--- src/rtl/sprite_motion_ctrl.sv ---
`default_nettype none
// ============================================================================
//  Module      : sprite_motion_ctrl
//  Description : Per-frame sprite position controller. During vertical
//                blanking (once every FRAME_DIV accepted frames) it adds a
//                signed velocity to the sprite position, bounces off the
//                screen edges by clamping and negating that velocity axis,
//                and publishes the new position in a single commit cycle so
//                the renderer sees a stable position for the visible frame.
//  Ports       : clk, rst_n           - pixel clock, async active-low reset
//                i_frame              - 1-cycle pulse at start of vblank
//                i_enable             - motion allowed (0: frames ignored)
//                i_load               - 1-cycle pulse: load velocity
//                i_dx_in / i_dy_in    - signed velocity to load
//                o_sprx / o_spry      - signed sprite position to renderer
//                o_bounce_x/_y        - 1-cycle pulse: edge hit this update
//                o_busy               - update in progress
//  Revision    : 1.0 - initial release
// ============================================================================
module sprite_motion_ctrl #(
    parameter int CORDW      = 16,
    parameter int H_RES      = 640,
    parameter int V_RES      = 480,
    parameter int SPR_WIDTH  = 32,
    parameter int SPR_HEIGHT = 20,
    parameter int SPR_SCALE  = 0,
    parameter int SPEED_W    = 4,
    parameter int FRAME_DIV  = 1,
    parameter int X0         = 0,
    parameter int Y0         = 0,
    parameter int VX0        = 1,
    parameter int VY0        = 1
) (
    input  logic                      clk,
    input  logic                      rst_n,
    input  logic                      i_frame,
    input  logic                      i_enable,
    input  logic                      i_load,
    input  logic signed [SPEED_W-1:0] i_dx_in,
    input  logic signed [SPEED_W-1:0] i_dy_in,
    output logic signed [CORDW-1:0]   o_sprx,
    output logic signed [CORDW-1:0]   o_spry,
    output logic                      o_bounce_x,
    output logic                      o_bounce_y,
    output logic                      o_busy
);

    localparam int DIV_W = (FRAME_DIV > 1) ? $clog2(FRAME_DIV) : 1;

    localparam logic [DIV_W-1:0]          c_DIV_LAST = DIV_W'(FRAME_DIV - 1);
    localparam logic signed [CORDW:0]     c_XMAX = (CORDW+1)'(H_RES - (SPR_WIDTH  << SPR_SCALE));
    localparam logic signed [CORDW:0]     c_YMAX = (CORDW+1)'(V_RES - (SPR_HEIGHT << SPR_SCALE));
    // Most negative velocity has no positive counterpart, so loads of it
    // are pulled in by one to keep negation exact.
    localparam logic signed [SPEED_W-1:0] c_VMIN = {1'b1, {(SPEED_W-1){1'b0}}};
    localparam logic signed [SPEED_W-1:0] c_VSAT = c_VMIN + 1'b1;

    localparam logic [1:0] S_IDLE   = 2'd0;
    localparam logic [1:0] S_CALC_X = 2'd1;
    localparam logic [1:0] S_CALC_Y = 2'd2;
    localparam logic [1:0] S_COMMIT = 2'd3;

    logic [1:0]                r_state;
    logic [DIV_W-1:0]          r_div;
    logic signed [SPEED_W-1:0] r_vx;
    logic signed [SPEED_W-1:0] r_vy;
    logic signed [CORDW-1:0]   r_sprx;
    logic signed [CORDW-1:0]   r_spry;
    logic signed [CORDW-1:0]   r_nx;
    logic signed [CORDW-1:0]   r_ny;
    logic                      r_bx;
    logic                      r_by;
    logic                      r_bounce_x;
    logic                      r_bounce_y;

    // One adder/clamp shared by both axes: X is evaluated in CALC_X,
    // Y in CALC_Y.
    logic                      w_sel_y;
    logic signed [CORDW-1:0]   w_pos;
    logic signed [SPEED_W-1:0] w_vel;
    logic signed [CORDW:0]     w_max;
    logic signed [CORDW:0]     w_sum;
    logic                      w_lo;
    logic                      w_hi;
    logic                      w_hit;
    logic signed [CORDW-1:0]   w_next;
    logic signed [SPEED_W-1:0] w_ld_dx;
    logic signed [SPEED_W-1:0] w_ld_dy;

    assign w_sel_y = (r_state == S_CALC_Y);
    assign w_pos   = w_sel_y ? r_spry : r_sprx;
    assign w_vel   = w_sel_y ? r_vy   : r_vx;
    assign w_max   = w_sel_y ? c_YMAX : c_XMAX;

    assign w_sum   = $signed({w_pos[CORDW-1], w_pos})
                   + $signed({{(CORDW+1-SPEED_W){w_vel[SPEED_W-1]}}, w_vel});
    assign w_lo    = w_sum[CORDW];
    assign w_hi    = !w_sum[CORDW] && (w_sum > w_max);
    assign w_hit   = w_lo || w_hi;
    assign w_next  = w_lo ? '0 :
                     w_hi ? w_max[CORDW-1:0] :
                            w_sum[CORDW-1:0];

    assign w_ld_dx = (i_dx_in == c_VMIN) ? c_VSAT : i_dx_in;
    assign w_ld_dy = (i_dy_in == c_VMIN) ? c_VSAT : i_dy_in;

    always_ff @(posedge clk or negedge rst_n) begin
        if (!rst_n) begin
            r_state    <= S_IDLE;
            r_div      <= '0;
            r_vx       <= SPEED_W'(VX0);
            r_vy       <= SPEED_W'(VY0);
            r_sprx     <= CORDW'(X0);
            r_spry     <= CORDW'(Y0);
            r_nx       <= '0;
            r_ny       <= '0;
            r_bx       <= 1'b0;
            r_by       <= 1'b0;
            r_bounce_x <= 1'b0;
            r_bounce_y <= 1'b0;
        end else begin
            r_bounce_x <= 1'b0;
            r_bounce_y <= 1'b0;
            case (r_state)
                S_IDLE: begin
                    if (i_frame && i_enable) begin
                        if (r_div == c_DIV_LAST) begin
                            r_div   <= '0;
                            r_state <= S_CALC_X;
                        end else begin
                            r_div <= r_div + 1'b1;
                        end
                    end
                end
                S_CALC_X: begin
                    r_nx    <= w_next;
                    r_bx    <= w_hit;
                    if (w_hit) begin
                        r_vx <= -r_vx;
                    end
                    r_state <= S_CALC_Y;
                end
                S_CALC_Y: begin
                    r_ny    <= w_next;
                    r_by    <= w_hit;
                    if (w_hit) begin
                        r_vy <= -r_vy;
                    end
                    r_state <= S_COMMIT;
                end
                default: begin
                    r_sprx     <= r_nx;
                    r_spry     <= r_ny;
                    r_bounce_x <= r_bx;
                    r_bounce_y <= r_by;
                    r_state    <= S_IDLE;
                end
            endcase
            // Placed after the FSM so a load overrides a same-cycle negation.
            if (i_load) begin
                r_vx <= w_ld_dx;
                r_vy <= w_ld_dy;
            end
        end
    end

    assign o_sprx     = r_sprx;
    assign o_spry     = r_spry;
    assign o_bounce_x = r_bounce_x;
    assign o_bounce_y = r_bounce_y;
    assign o_busy     = (r_state != S_IDLE);

endmodule
`default_nettype wire

--- config.mk ---
export PLATFORM = sky130hd
export DESIGN_NAME = sprite_motion_ctrl
export DESIGN_NICKNAME = d
export VERILOG_FILES = /design/src/rtl/sprite_motion_ctrl.sv
export SDC_FILE = /design/constraint.sdc
export NUM_CORES = 1
export LEC_CHECK = 0
export CAP_MARGIN = 25
export CORE_MARGIN = 5
export CORE_UTILIZATION = 45
export CTS_BUF_LIST = sky130_fd_sc_hd__clkbuf_4
export DETAILED_ROUTE_END_ITERATION = 12
export GPL_ROUTABILITY_DRIVEN = 0
export PLACE_DENSITY = 0.65
export SYNTH_ARGS = -nofsm -noshare
export SYNTH_HDL_FRONTEND = slang
export SYNTH_SLANG_ARGS = --single-unit
--- constraint.sdc ---
create_clock -name clk -period 5.21 [get_ports clk]
set_input_delay 1.042 -clock clk [delete_from_list [all_inputs] [get_ports clk]]
set_output_delay 1.042 -clock clk [all_outputs]
set_load 0.005 [all_outputs]
# == Word-level counts from Yosys, hierarchy flattened ==
# Index checks and enable logic that the tools add are counted.
# W data, S select, Z words.
# word_totals
ff_bits,79
word_cells,56
inputBits,13
out_inout_bits,35
# classes
n_reduce_logical,14
eq_ne,6
mux,19
n_addsub,4
magnitude_cmp,1
# op_table
operator,n
$mux W16,3
$mux W4,9
$add A16 B4 Y17,1
$gt A17 B11 Y1,1
$mux W10,1
$eq A4 B4 Y1 const B,2
$neg A4 Y4,2
$reduce_and A2 Y1,4
$reduce_bool A2 Y1,4
$pmux W2 S3,1
$mux W2,2
$ne A2 B2 Y1 const B,2
$mux W1,3
$reduce_or A3 Y1,1
$eq A2 B1 Y1 const B,1
$eq A2 B2 Y1 const B,1
$logic_and A1 B1 Y1,2
$logic_not A2 Y1,1
$add A1 B1 Y1 const B,1
$logic_not A1 Y1,1
$logic_or A1 B1 Y1,1

# == Logic depth before layout (Yosys ltp) ==
# Gate-level depths: netlist of run 1.
# depth
depth_word,9
ltp_mapped,27
mapped_depth_nobuf,20

# == Worst setup path before layout of run 1 ==
# OpenSTA, ideal clock, no wires.
# synth_timing
path_kind,flip-flop to flip-flop
start,register r_state[0]
end,register r_ny[3]
arrival_time_ns,5.164
synth_period_minus_slack_ns,5.284
setup_time_ns,0.121
required_ns,5.089
path_stages_with_launch,25
path_slack_ns,-0.074
path_buffers,5
cell_sequence,dfrtp_1 > inv_1 > ha_1 > buf_6 > buf_2 > buf_2 > buf_1 > clkbuf_1 > nand2_1 > o21ai_0 > ha_1 > inv_1 > fa_1 > nand2b_1 > a21oi_1 > a211oi_2 > o21ai_0 > xnor2_1 > ha_1 > a21o_1 > or3_1 > o211ai_1 > nand4_2 > or3_1 > a22o_1
# synth_between
elab_chain_len,7
word_cells_on_any_way,10
cone_classes,1 x add/sub; 1 x order compare; 1 x eq/ne; 5 x mux; 2 x reduce/logical
# synth_lines
element,line,rtl
from (decl),63,logic [1:0] r_state;
from (signal assigned),109,r_state <= S_IDLE;
from (signal assigned),129,r_state <= S_CALC_X;
from (signal assigned),141,r_state <= S_CALC_Y;
$eq A2 B2 Y1 *,"90, 124",
$mux W16 / $mux W4 (equally long branches),"91, 92",
$add A16 B4 Y17,96,"+ $signed({{(CORDW+1-SPEED_W){w_vel[SPEED_W-1]}}, w_vel});"
$gt A17 B11 Y1 / $logic_not A1 Y1 (equally long branches),98,assign w_hi = !w_sum[CORDW] && (w_sum > w_max);
$logic_and A1 B1 Y1,98,
$mux W16,101,w_hi ? w_max[CORDW-1:0] :
$mux W16,100,assign w_next = w_lo ? '0 :
to (signal assigned),144,r_ny <= w_next;
to (decl),70,logic signed [CORDW-1:0] r_ny;
# Mark *: on every way between the ends. The rest lies on a longest branch, timed or not.
# A chain may end at the register's enable or synchronous reset.

# == Worst setup path in the final report of run 1 ==
# layout_timing
start,register r_state[0]
end,register r_nx[2]
# layout_between
elab_chain_len,7
word_cells_on_any_way,11
cone_classes,1 x add/sub; 1 x order compare; 2 x eq/ne; 5 x mux; 2 x reduce/logical
# layout_lines
element,line,rtl
$eq A2 B2 Y1,90,assign w_sel_y = (r_state == S_CALC_Y);
$mux W16 / $mux W4 (equally long branches),"91, 92",
$add A16 B4 Y17,96,
$gt A17 B11 Y1 / $logic_not A1 Y1 (equally long branches),98,
$logic_and A1 B1 Y1,98,
$mux W16,101,
$mux W16,100,
to (signal assigned),136,r_nx <= w_next;
to (decl),69,logic signed [CORDW-1:0] r_nx;
# Several ways; a longest one is shown, not always the timed one.

==> out/metrics.yaml, run 1 <==
run_status:
  status: "completed"
flow_run:
  cap_viol_max_count: 0
power:
  p_leak_nw: 2.433
  finalPower_mw: 3.855
  peakVddDrop_uv: 340.2
  powerDensity_mw_per_mm2: 686.0
synth:
  synth_top_cell_area_share: 0.3927
  syn-num-nets: 513
  ys_async_sr_fraction: 1.000
  synth_common_cells: "dfrtp_1 (76), mux2_2 (42), nor2_1 (29)"
  synth-seq-area-share: 0.4035
  ys.flop_type: "dfrtp_1"
  yosysTopAreaCell: "dfrtp_1"
  synth_area_leaders: "dfrtp_1 (39%), mux2_2 (9.8%), ha_1 (4.9%)"
  synth_edf_count: 0
  synthDistinctLibCells: 67
  syn_inst: 480
  ys_seq_elements: 78
  synth.cell_area_sq_mm: 0.004843
  yosysMostFrequentCell: "dfrtp_1"
  avgSynthCellArea_sq_um: 10.09
  yosys_warnings: 0
setup_path:
  slowest_delay_ns: 0.42
  ff2ff_setup_slack_ns: 0.29
  cp-start-kind: "register"
  rr_startpoint: "r_state[0]$_DFFE_PN0P_"
  crit_required_ns: 5.54
  critPathSlowestCell: "dfrtp_1"
  rr_endpoint: "r_nx[2]$_DFFE_PN0P_"
  cp_max_fo: 13
  critPathKind: "reg2reg"
  path_cells: "inv_1, ha_2, buf_4, mux2_2, ha_1, o21ai_0, nor2_1, o311ai_4, a21oi_2, xnor2_1, ha_1, nand3_1, or3_1, o211ai_1, and3_1, buf_4, nand3_2, o311ai_2"
  critPathCaptureType: "register"
  worstPathArrival_ns: 5.25
  reg2reg_depth: 18
timing:
  period_minus_slack_ns: 4.919
  slew_headroom: 0.5775
  grt_setup_unrepaired: "no"
  fin_crit_sh: 0.9442
  finalClockSkew_ns: 0.01571
  timing.fmax_mhz: 203.3
  hold_viol_final: 0
  finalSetupTns_ns: 0
  layout_setup_ws_ns: 0.2909
  holdWs_ns: 0.4896
  maxSlewViolCount: 0
  setup_viol: 0
  tightest_slew_ns: 0.6318
global_route:
  grt_usage: 0.1890
  grt_pass1_wl_um: 19510
  antenna_found_initial: 1
  grt_max_degree: 79
  grt_pass1_vias: 3831
  globalRouteOverflowTotal: 0
clocking:
  cts_sinks: 78
  cts_buffers: 9
  post_cts_resized: 0
  cts-hold-fix-buffers: 0
  root_buffer: "clkbuf_4"
  h-tree-depth: 3
  insertion_delay_ns: 0.43
  clk_pin_slew_ns: 0.12
  cts_setup_buffers: 0
  cts_tree: "yes"
  cts_buffer_depth: 2
placement:
  dp_cells: 650
  post-dp-hpwl_um: 8518
  dp_slack_ns: 0.3286
  port-buffer-count: 47
  place_area_sq_mm: 0.005431
worst_hold_path:
  hold_end: "r_nx[1]$_DFFE_PN0P_"
  holdPathStages: 1
  hp-start: "r_nx[1]$_DFFE_PN0P_"
  hold_path_class: "reg2reg"
drt:
  vias_per_cell: 5.793
  ant_nets: 0
  first_iter_violations: 262
  drt-total-wl_um: 11840
  vias: 3870
  dr.pass1.iters: 6
  drc: 0
  wl_per_cell_um: 17.72
finish:
  fin_nets: 559
  syn2layout_area_growth_pct: 16.04
  final_layout_size_suffix_gt1_frac: 0.1827
  sequential_cell_area_sq_mm: 0.001954
  design_area_sq_mm: 0.005620
  fillers: 959
  multi_input_area_sq_mm: 0.002655
  fin_cells: 668
  utilization: 0.5396
die:
  coreArea_sq_mm: 0.01042
  start_util: 0.4650
  die_area_sq_mm: 0.01294
  die_h_um: 113.7
  fp.dieW_um: 113.7
  io_pins: 48
  row_count: 37
[cell type report]
type,count,area share
Antenna cell,1,0.0004452
Clock buffer,10,0.01336
Clock inverter,6,0.01380
Inverter,28,0.01915
Multi-Input combinational cell,349,0.4724
Sequential cell,78,0.3477
Tap cell,136,0.03028
Timing Repair Buffer,60,0.1028
[flip-flops by register name, indices dropped and copies added (netlist names)]
signal	count
o_bounce_x	1
o_bounce_y	1
o_sprx	16
o_spry	16
r_bx	1
r_by	1
r_nx	16
r_ny	16
r_state	2
r_vx	4
r_vy	4
[layout by cell type (no fill, tap or decap), types with 3 or more instances in the layout]
master	count
nor2b_1	19
a211oi_1	6
a22o_1	8
a21oi_1	19
a21o_1	6
xor2_1	5
clkbuf_4	10
nor2_1	29
and2_1	7
a21oi_2	3
or3_1	7
inv_1	26
nand2_1	27
nor4_1	4
o22ai_1	4
o211ai_1	7
nand4_1	11
mux2_2	42
mux2i_1	7
o21ai_0	17
clkdlybuf4s50_1	46
nor3_1	14
xnor2_1	16
buf_4	13
clkinv_1	3
ha_1	18
nand3_1	18
dfrtp_1	76
[kinds of logic after synthesis]
group                      Yosys count  synth area share
adders and majority gates           21           0.05554
buffers and inverters               53           0.05166
xor gates and xnor gates            21           0.03797
muxes                               54            0.1302
AOI/OAI and AO/OA                  101            0.1529
DFF                                 78            0.4035
and+or+nand+nor                    152            0.1682
[power breakdown]
part           leakage, nW  switching [mW]  internal [mW]
Sequential            1.02           0.136          0.759
Clock               0.0852           0.212          0.196
Combinational         1.33            1.51           1.04
[how the worst max path moves through the flow]
stage	slack, ns	cells after the start	start	endpoint
finish	0.29	18	r_state[0]$_DFFE_PN0P_	r_nx[2]$_DFFE_PN0P_
global route	0.05	18	r_state[0]$_DFFE_PN0P_	r_nx[5]$_DFFE_PN0P_
CTS	0.29	18	r_state[0]$_DFFE_PN0P_	r_nx[2]$_DFFE_PN0P_
detailed placement	0.33	18	r_state[0]$_DFFE_PN0P_	r_nx[2]$_DFFE_PN0P_
global placement	0.54	18	r_state[0]$_DFFE_PN0P_	r_nx[2]$_DFFE_PN0P_
floorplan	0.05	24	r_state[0]$_DFFE_PN0P_	r_ny[3]$_DFFE_PN0P_
[critical path: cells and delay by family (launching register included)]
kind	cells	cell delay (ns)
and+or+nand+nor	5	1.03
DFF	1	0.42
xor gates and xnor gates	1	0.19
AOI/OAI and AO/OA	5	1.28
adders and majority gates	3	0.99
muxes	1	0.35
buffers and inverters	3	0.56
[metal layers]
metal / vias to the layer above / routed length, um / global-route usage
met4: 0 / 213 / 0.05849
met1: 1901 / 5673 / 0.2677
li1: 1845 / - / -
met3: 22 / 570 / 0.03077
met2: 102 / 5378 / 0.2972
met5: - / 0 / 0
Note: power is estimated with default switching activity, not from simulation.
==> run 2, diff against run 1 <==
- CTS_BUF_LIST: sky130_fd_sc_hd__clkbuf_4 -> sky130_fd_sc_hd__clkbuf_4 sky130_fd_sc_hd__clkbuf_8 sky130_fd_sc_hd__clkbuf_16
==> out/metrics.yaml, run 2 (synthesis gave the netlist of run 1 again) <==
drt:
  drt-total-wl_um: 11910  # +0.63%
  first_iter_violations: 213  # -19%
  dr.pass1.iters: 5  # -1
  vias: 3872  # +0.052%
  wl_per_cell_um: 17.86  # +0.78%
  vias_per_cell: 5.805  # +0.20%
  ant_nets: 0  # unchanged
  drc: 0  # unchanged
timing:
  finalClockSkew_ns: 0.008499  # -0.007214 ns
  setup_viol: 0  # unchanged
  grt_setup_unrepaired: "no"
  holdWs_ns: 0.4809  # -0.008729 ns
  period_minus_slack_ns: 4.926  # +0.006627 ns
  slew_headroom: 0.5768  # -0.0006650
  timing.fmax_mhz: 203.0  # -0.13%
  tightest_slew_ns: 0.6328  # +0.0009947 ns
  maxSlewViolCount: 0  # unchanged
  fin_crit_sh: 0.9454  # +0.001272
  hold_viol_final: 0  # unchanged
  finalSetupTns_ns: 0  # unchanged
clocking:
  cts-hold-fix-buffers: 0  # unchanged
  cts_setup_buffers: 0  # unchanged
  clk_pin_slew_ns: 0.08  # -0.04 ns
  root_buffer: "clkbuf_8"
  h-tree-depth: 3  # unchanged
  cts_buffer_depth: 2  # unchanged
  insertion_delay_ns: 0.35  # -0.08 ns
  cts_tree: "yes"
  cts_buffers: 9  # unchanged
  cts_sinks: 78  # unchanged
  post_cts_resized: 0  # unchanged
finish:
  final_layout_size_suffix_gt1_frac: 0.1864  # +0.003766
  syn2layout_area_growth_pct: 17.57
  antennaDiodeCount: 0  # -1
  layout_common_cells: "dfrtp_1 (76), clkdlybuf4s50_1 (46), mux2_2 (42)"
  fin_nets: 559  # unchanged
  layout_commonest_cell: "dfrtp_1"
  design_area_sq_mm: 0.005694  # +1.3%
worst_hold_path:
  hold_path_class: "reg2reg"
  hp-start: "r_nx[1]$_DFFE_PN0P_"
die:
  fp.dieW_um: 113.7  # unchanged
  die_h_um: 113.7  # unchanged
  io_pins: 48  # unchanged
  die_area_sq_mm: 0.01294  # unchanged
  coreArea_sq_mm: 0.01042  # unchanged
  row_count: 37  # unchanged
  start_util: 0.4650  # unchanged
global_route:
  globalRouteOverflowTotal: 0  # unchanged
  grt_max_degree: 79  # unchanged
  grt_pass1_wl_um: 19560  # +0.28%
  antenna_found_initial: 0  # -1
  grt_usage: 0.1891  # about the same
  grt_pass1_vias: 3872  # +1.1%
setup_path:
  crit_required_ns: 5.46  # -0.08 ns
  critPathCaptureType: "register"
  cp-start-kind: "register"
  worstPathArrival_ns: 5.17  # -0.08 ns
  cp_max_fo: 13  # unchanged
  rr_startpoint: "r_state[0]$_DFFE_PN0P_"
  startpoint: "r_state[0]$_DFFE_PN0P_"
  critPathKind: "reg2reg"
power:
  intPower_mw: 2.102  # +5.3%
  pwr-share-comb: 0.643  # -0.019
  p_clk_frac: 0.132  # +0.026
  p_leak_nw: 2.467  # +1.4%
  power.switching_mw: 1.870  # +0.58%
  finalPower_mw: 3.972  # +3.0%
  swShare: 0.4708  # -0.01141
  seq_power_share: 0.226  # -0.006
  powerDensity_mw_per_mm2: 697.5  # +1.7%
  peakVddDrop_uv: 323.4  # -4.9%
placement:
  post-dp-hpwl_um: 8518  # unchanged
  place_area_sq_mm: 0.005431  # unchanged
  port-buffer-count: 47  # unchanged
flow_run:
  cap_viol_max_count: 0  # unchanged
run_status:
  status: "completed"
-- run 2: area by class of cell --
cell class | instances | area (sq um)
Tap cell | 136 | 170.2
Sequential cell | 78 | 1954
Multi-Input combinational cell | 349 | 2655
Clock buffer | 12 | 158.9
Inverter | 28 | 107.6
Clock inverter | 4 | 70.07
Fill cell | 952 | 4722
Timing Repair Buffer | 60 | 578.1
-- run 2: final timing paths --
path	depth (start not counted)	to	slack [ns]
min reg2reg	1	r_nx[1]$_DFFE_PN0P_	0.48
min in group asynchronous	1	r_nx[0]$_DFFE_PN0P_	0.66
max	18	r_nx[2]$_DFFE_PN0P_	0.28
max reg2reg	18	r_nx[2]$_DFFE_PN0P_	0.28
max in group asynchronous	2	r_vy[0]$_DFFE_PN1P_	3.92
min	1	r_nx[1]$_DFFE_PN0P_	0.48
-- run 2: layer usage --
metal | track usage | share of wire
met5 | 0 | 0
met4 | 0.06490 | 0.015
met3 | 0.02599 | 0.042
met2 | 0.2976 | 0.45
met1 | 0.2681 | 0.49
-- run 2: metrics by stage --
stage / instances / setup WS (ns) / utilization
after floorplan: 480 / 0.05006 / -
after global placement: 650 / 0.5419 / 0.5214
after detailed placement: 650 / 0.3286 / 0.5214
after CTS: 666 / 0.3024 / 0.5434
after global routing: 667 / 0.05747 / 0.5467
final: 667 / 0.2842 / 0.5467
-- run 2: critical path, cell delays in order (launching register included) --
cell and delay [ns]:
dfrtp_1 0.40, inv_1 0.11, ha_2 0.34, buf_4 0.24, mux2_2 0.36, ha_1 0.33
o21ai_0 0.22, nor2_1 0.13, o311ai_4 0.35, a21oi_2 0.12, xnor2_1 0.19, ha_1 0.32
nand3_1 0.10, or3_1 0.40, o211ai_1 0.30, and3_1 0.25, buf_4 0.21, nand3_2 0.17
o311ai_2 0.29
-- run 2: power groups by stage --
stage	Sequential, mW	Combinational, mW	Clock [mW]
2_1_floorplan	0.871	1.87	0
6_report	0.897	2.55	0.523
5_1_grt	0.917	2.79	0.566
4_1_cts	0.895	2.51	0.538
3_5_place_dp	0.905	2.50	0
3_3_place_gp	0.904	2.43	0
==> run 3, diff against run 2 <==
- CELL_PAD_IN_SITES_DETAIL_PLACEMENT: not set -> 0
- CELL_PAD_IN_SITES_GLOBAL_PLACEMENT: not set -> 1
- PLACE_DENSITY: 0.65 -> 0.77
- clock period: 5.21 -> 4.79 ns (I/O delays scaled with it)
==> out/metrics.yaml, run 3 (synthesis gave the netlist of run 1 again) <==
global_route:
  grt_pass1_vias: 3819  # -1.4%
  antenna_found_initial: 0  # unchanged
  met2_usage: 0.2807  # -0.01688
  globalRouteOverflowTotal: 0  # unchanged
  grt_pass1_wl_um: 19770  # +1.1%
  grt_max_degree: 79  # unchanged
  grt_usage: 0.1944  # +0.005325
  grtUsageMet1: 0.2828  # +0.01469
  grt_use_met3: 0.04244  # +0.01645
  grt_most_used_layer: "met1"
die:
  io_pins: 48  # unchanged
  fp.dieW_um: 113.7  # unchanged
  start_util: 0.4650  # unchanged
  row_count: 37  # unchanged
  coreArea_sq_mm: 0.01042  # unchanged
  die_area_sq_mm: 0.01294  # unchanged
  die_h_um: 113.7  # unchanged
drt:
  drt-total-wl_um: 12110  # +1.7%
  drc: 0  # unchanged
  vias: 3833  # -1.0%
  vias_per_cell: 5.687  # -2.0%
  dr.pass1.iters: 4  # -1
  first_iter_violations: 241  # +13%
  ant_nets: 0  # unchanged
  wl_per_cell_um: 17.96  # +0.61%
timing:
  timing.fmax_mhz: 220.0  # +8.4%
  finalClockSkew_ns: 0.01408  # +0.005581 ns
  period_minus_slack_ns: 4.546  # -0.3797 ns
  grt_setup_unrepaired: "no"
  hold_viol_final: 0  # unchanged
  setup_viol: 0  # unchanged
  fin_crit_sh: 0.9491  # +0.003628
  finalSetupTns_ns: 0  # unchanged
  maxSlewViolCount: 0  # unchanged
  tightest_slew_ns: 0.9207  # +0.2879 ns
  slew_headroom: 0.3862  # -0.1906
placement:
  post-dp-hpwl_um: 8552  # +0.39%
  port-buffer-count: 47  # unchanged
finish:
  syn2layout_area_growth_pct: 20.51
  fin_nets: 566  # +1.3%
  sequential_cell_area_sq_mm: 0.001954  # unchanged
  fillers: 937  # -1.6%
  layout_commonest_cell: "dfrtp_1"
  final_layout_size_suffix_gt1_frac: 0.2138  # +0.02731
  multi_input_area_sq_mm: 0.002700  # +1.7%
  layout_common_cells: "dfrtp_1 (76), clkdlybuf4s50_1 (46), mux2_2 (42)"
  antennaDiodeCount: 0  # unchanged
setup_path:
  cp_max_fo: 15  # +2
  worstPathArrival_ns: 4.83  # -0.34 ns
  critPathKind: "reg2reg"
  cp-start-kind: "register"
  critPathCaptureType: "register"
  crit_required_ns: 5.07  # -0.39 ns
clocking:
  cts_tree: "yes"
  cts_sinks: 78  # unchanged
  insertion_delay_ns: 0.38  # +0.03 ns
  clk_pin_slew_ns: 0.08  # about the same
  cts_buffers: 9  # unchanged
  root_buffer: "clkbuf_8"
  cts-hold-fix-buffers: 0  # unchanged
  h-tree-depth: 3  # unchanged
  cts_buffer_depth: 2  # unchanged
power:
  finalPower_mw: 4.566  # +15%
  powerDensity_mw_per_mm2: 782.2  # +12%
  p_leak_nw: 2.528  # +2.5%
  peakVddDrop_uv: 359.5  # +11%
run_status:
  status: "completed"
worst_hold_path:
  hold_path_class: "reg2reg"
flow_run:
  cap_viol_max_count: 0  # unchanged
[run 3: changes by cell type in the layout (fill, tap and decap cells not counted), sizes merged]
| cell | before | now |
|---|---|---|
| bufinv | 2 | 3 |
| clkinv | 3 | 1 |
| clkbuf | 12 | 14 |
| buf | 14 | 20 |
[run 3: path summary, 6_finish.rpt]
check	start	end	slack, ns	depth (start not counted)
max	r_state[0]$_DFFE_PN0P_	r_ny[3]$_DFFE_PN0P_	0.24	17
min	r_nx[1]$_DFFE_PN0P_	r_nx[1]$_DFFE_PN0P_	0.49	1
max reg2reg	r_state[0]$_DFFE_PN0P_	r_ny[3]$_DFFE_PN0P_	0.24	17
min reg2reg	r_nx[1]$_DFFE_PN0P_	r_nx[1]$_DFFE_PN0P_	0.49	1
max in group asynchronous	rst_n	r_nx[10]$_DFFE_PN0P_	3.70	2
min in group asynchronous	rst_n	r_nx[0]$_DFFE_PN0P_	0.51	1
[run 3: metrics by stage]
stage / instances / area [sq um] / hold WS, ns / worst slack [ns] / utilization
after global routing: 674 / 5837 / 0.5150 / 0.03273 / 0.5604
after floorplan: 480 / 4860 / 0.4482 / 0.004309 / -
after global placement: 654 / 5478 / 0.4648 / 0.1921 / 0.5259
final: 674 / 5837 / 0.4892 / 0.2439 / 0.5604
after detailed placement: 654 / 5478 / 0.4746 / 0.04655 / 0.5259
after CTS: 670 / 5734 / 0.4924 / 0.02411 / 0.5505
[run 3: layer usage]
| metal | wire length (um) | share of wire |
|---|---|---|
| met1 | 6060 | 0.50 |
| met5 | 0 | 0 |
| met4 | 259 | 0.021 |
| met3 | 569 | 0.047 |
| met2 | 5218 | 0.43 |
[run 3: power by group]
part           total, mW  internal [mW]  leakage, nW  switching, mW
sequential         0.969          0.827         1.02          0.142
combinational       2.97           1.25         1.38           1.72
clock              0.628          0.386        0.131          0.242
total               4.57           2.46         2.53           2.10
[run 3: final cells by class]
class,count,area share
Inverter,28,0.01844
Multi-Input combinational cell,349,0.4626
Sequential cell,78,0.3348
Clock buffer,13,0.02851
Timing Repair Buffer,67,0.1110
Tap cell,136,0.02915
Clock inverter,3,0.01543
[run 3: critical path, cell delays in order, from the launching register on]
cell and delay, ns:
dfrtp_1 0.42, inv_2 0.11, ha_4 0.20, buf_12 0.16, mux2_2 0.36, ha_1 0.31
a211oi_2 0.26, nor2_2 0.11, o311ai_4 0.36, a21oi_2 0.12, xnor2_1 0.16, ha_1 0.31
nand3_1 0.10, or3_1 0.38, o211ai_1 0.28, nand4_2 0.22, or3_1 0.38, a22o_1 0.20
[run 3: timing repair]
| item | 4_1_cts | 5_1_grt |
|---|---|---|
| gates resized for setup | 0 | 12 |
| setup buffers | 0 | 3 |
| setup endpoints to repair | 0 | 28 |
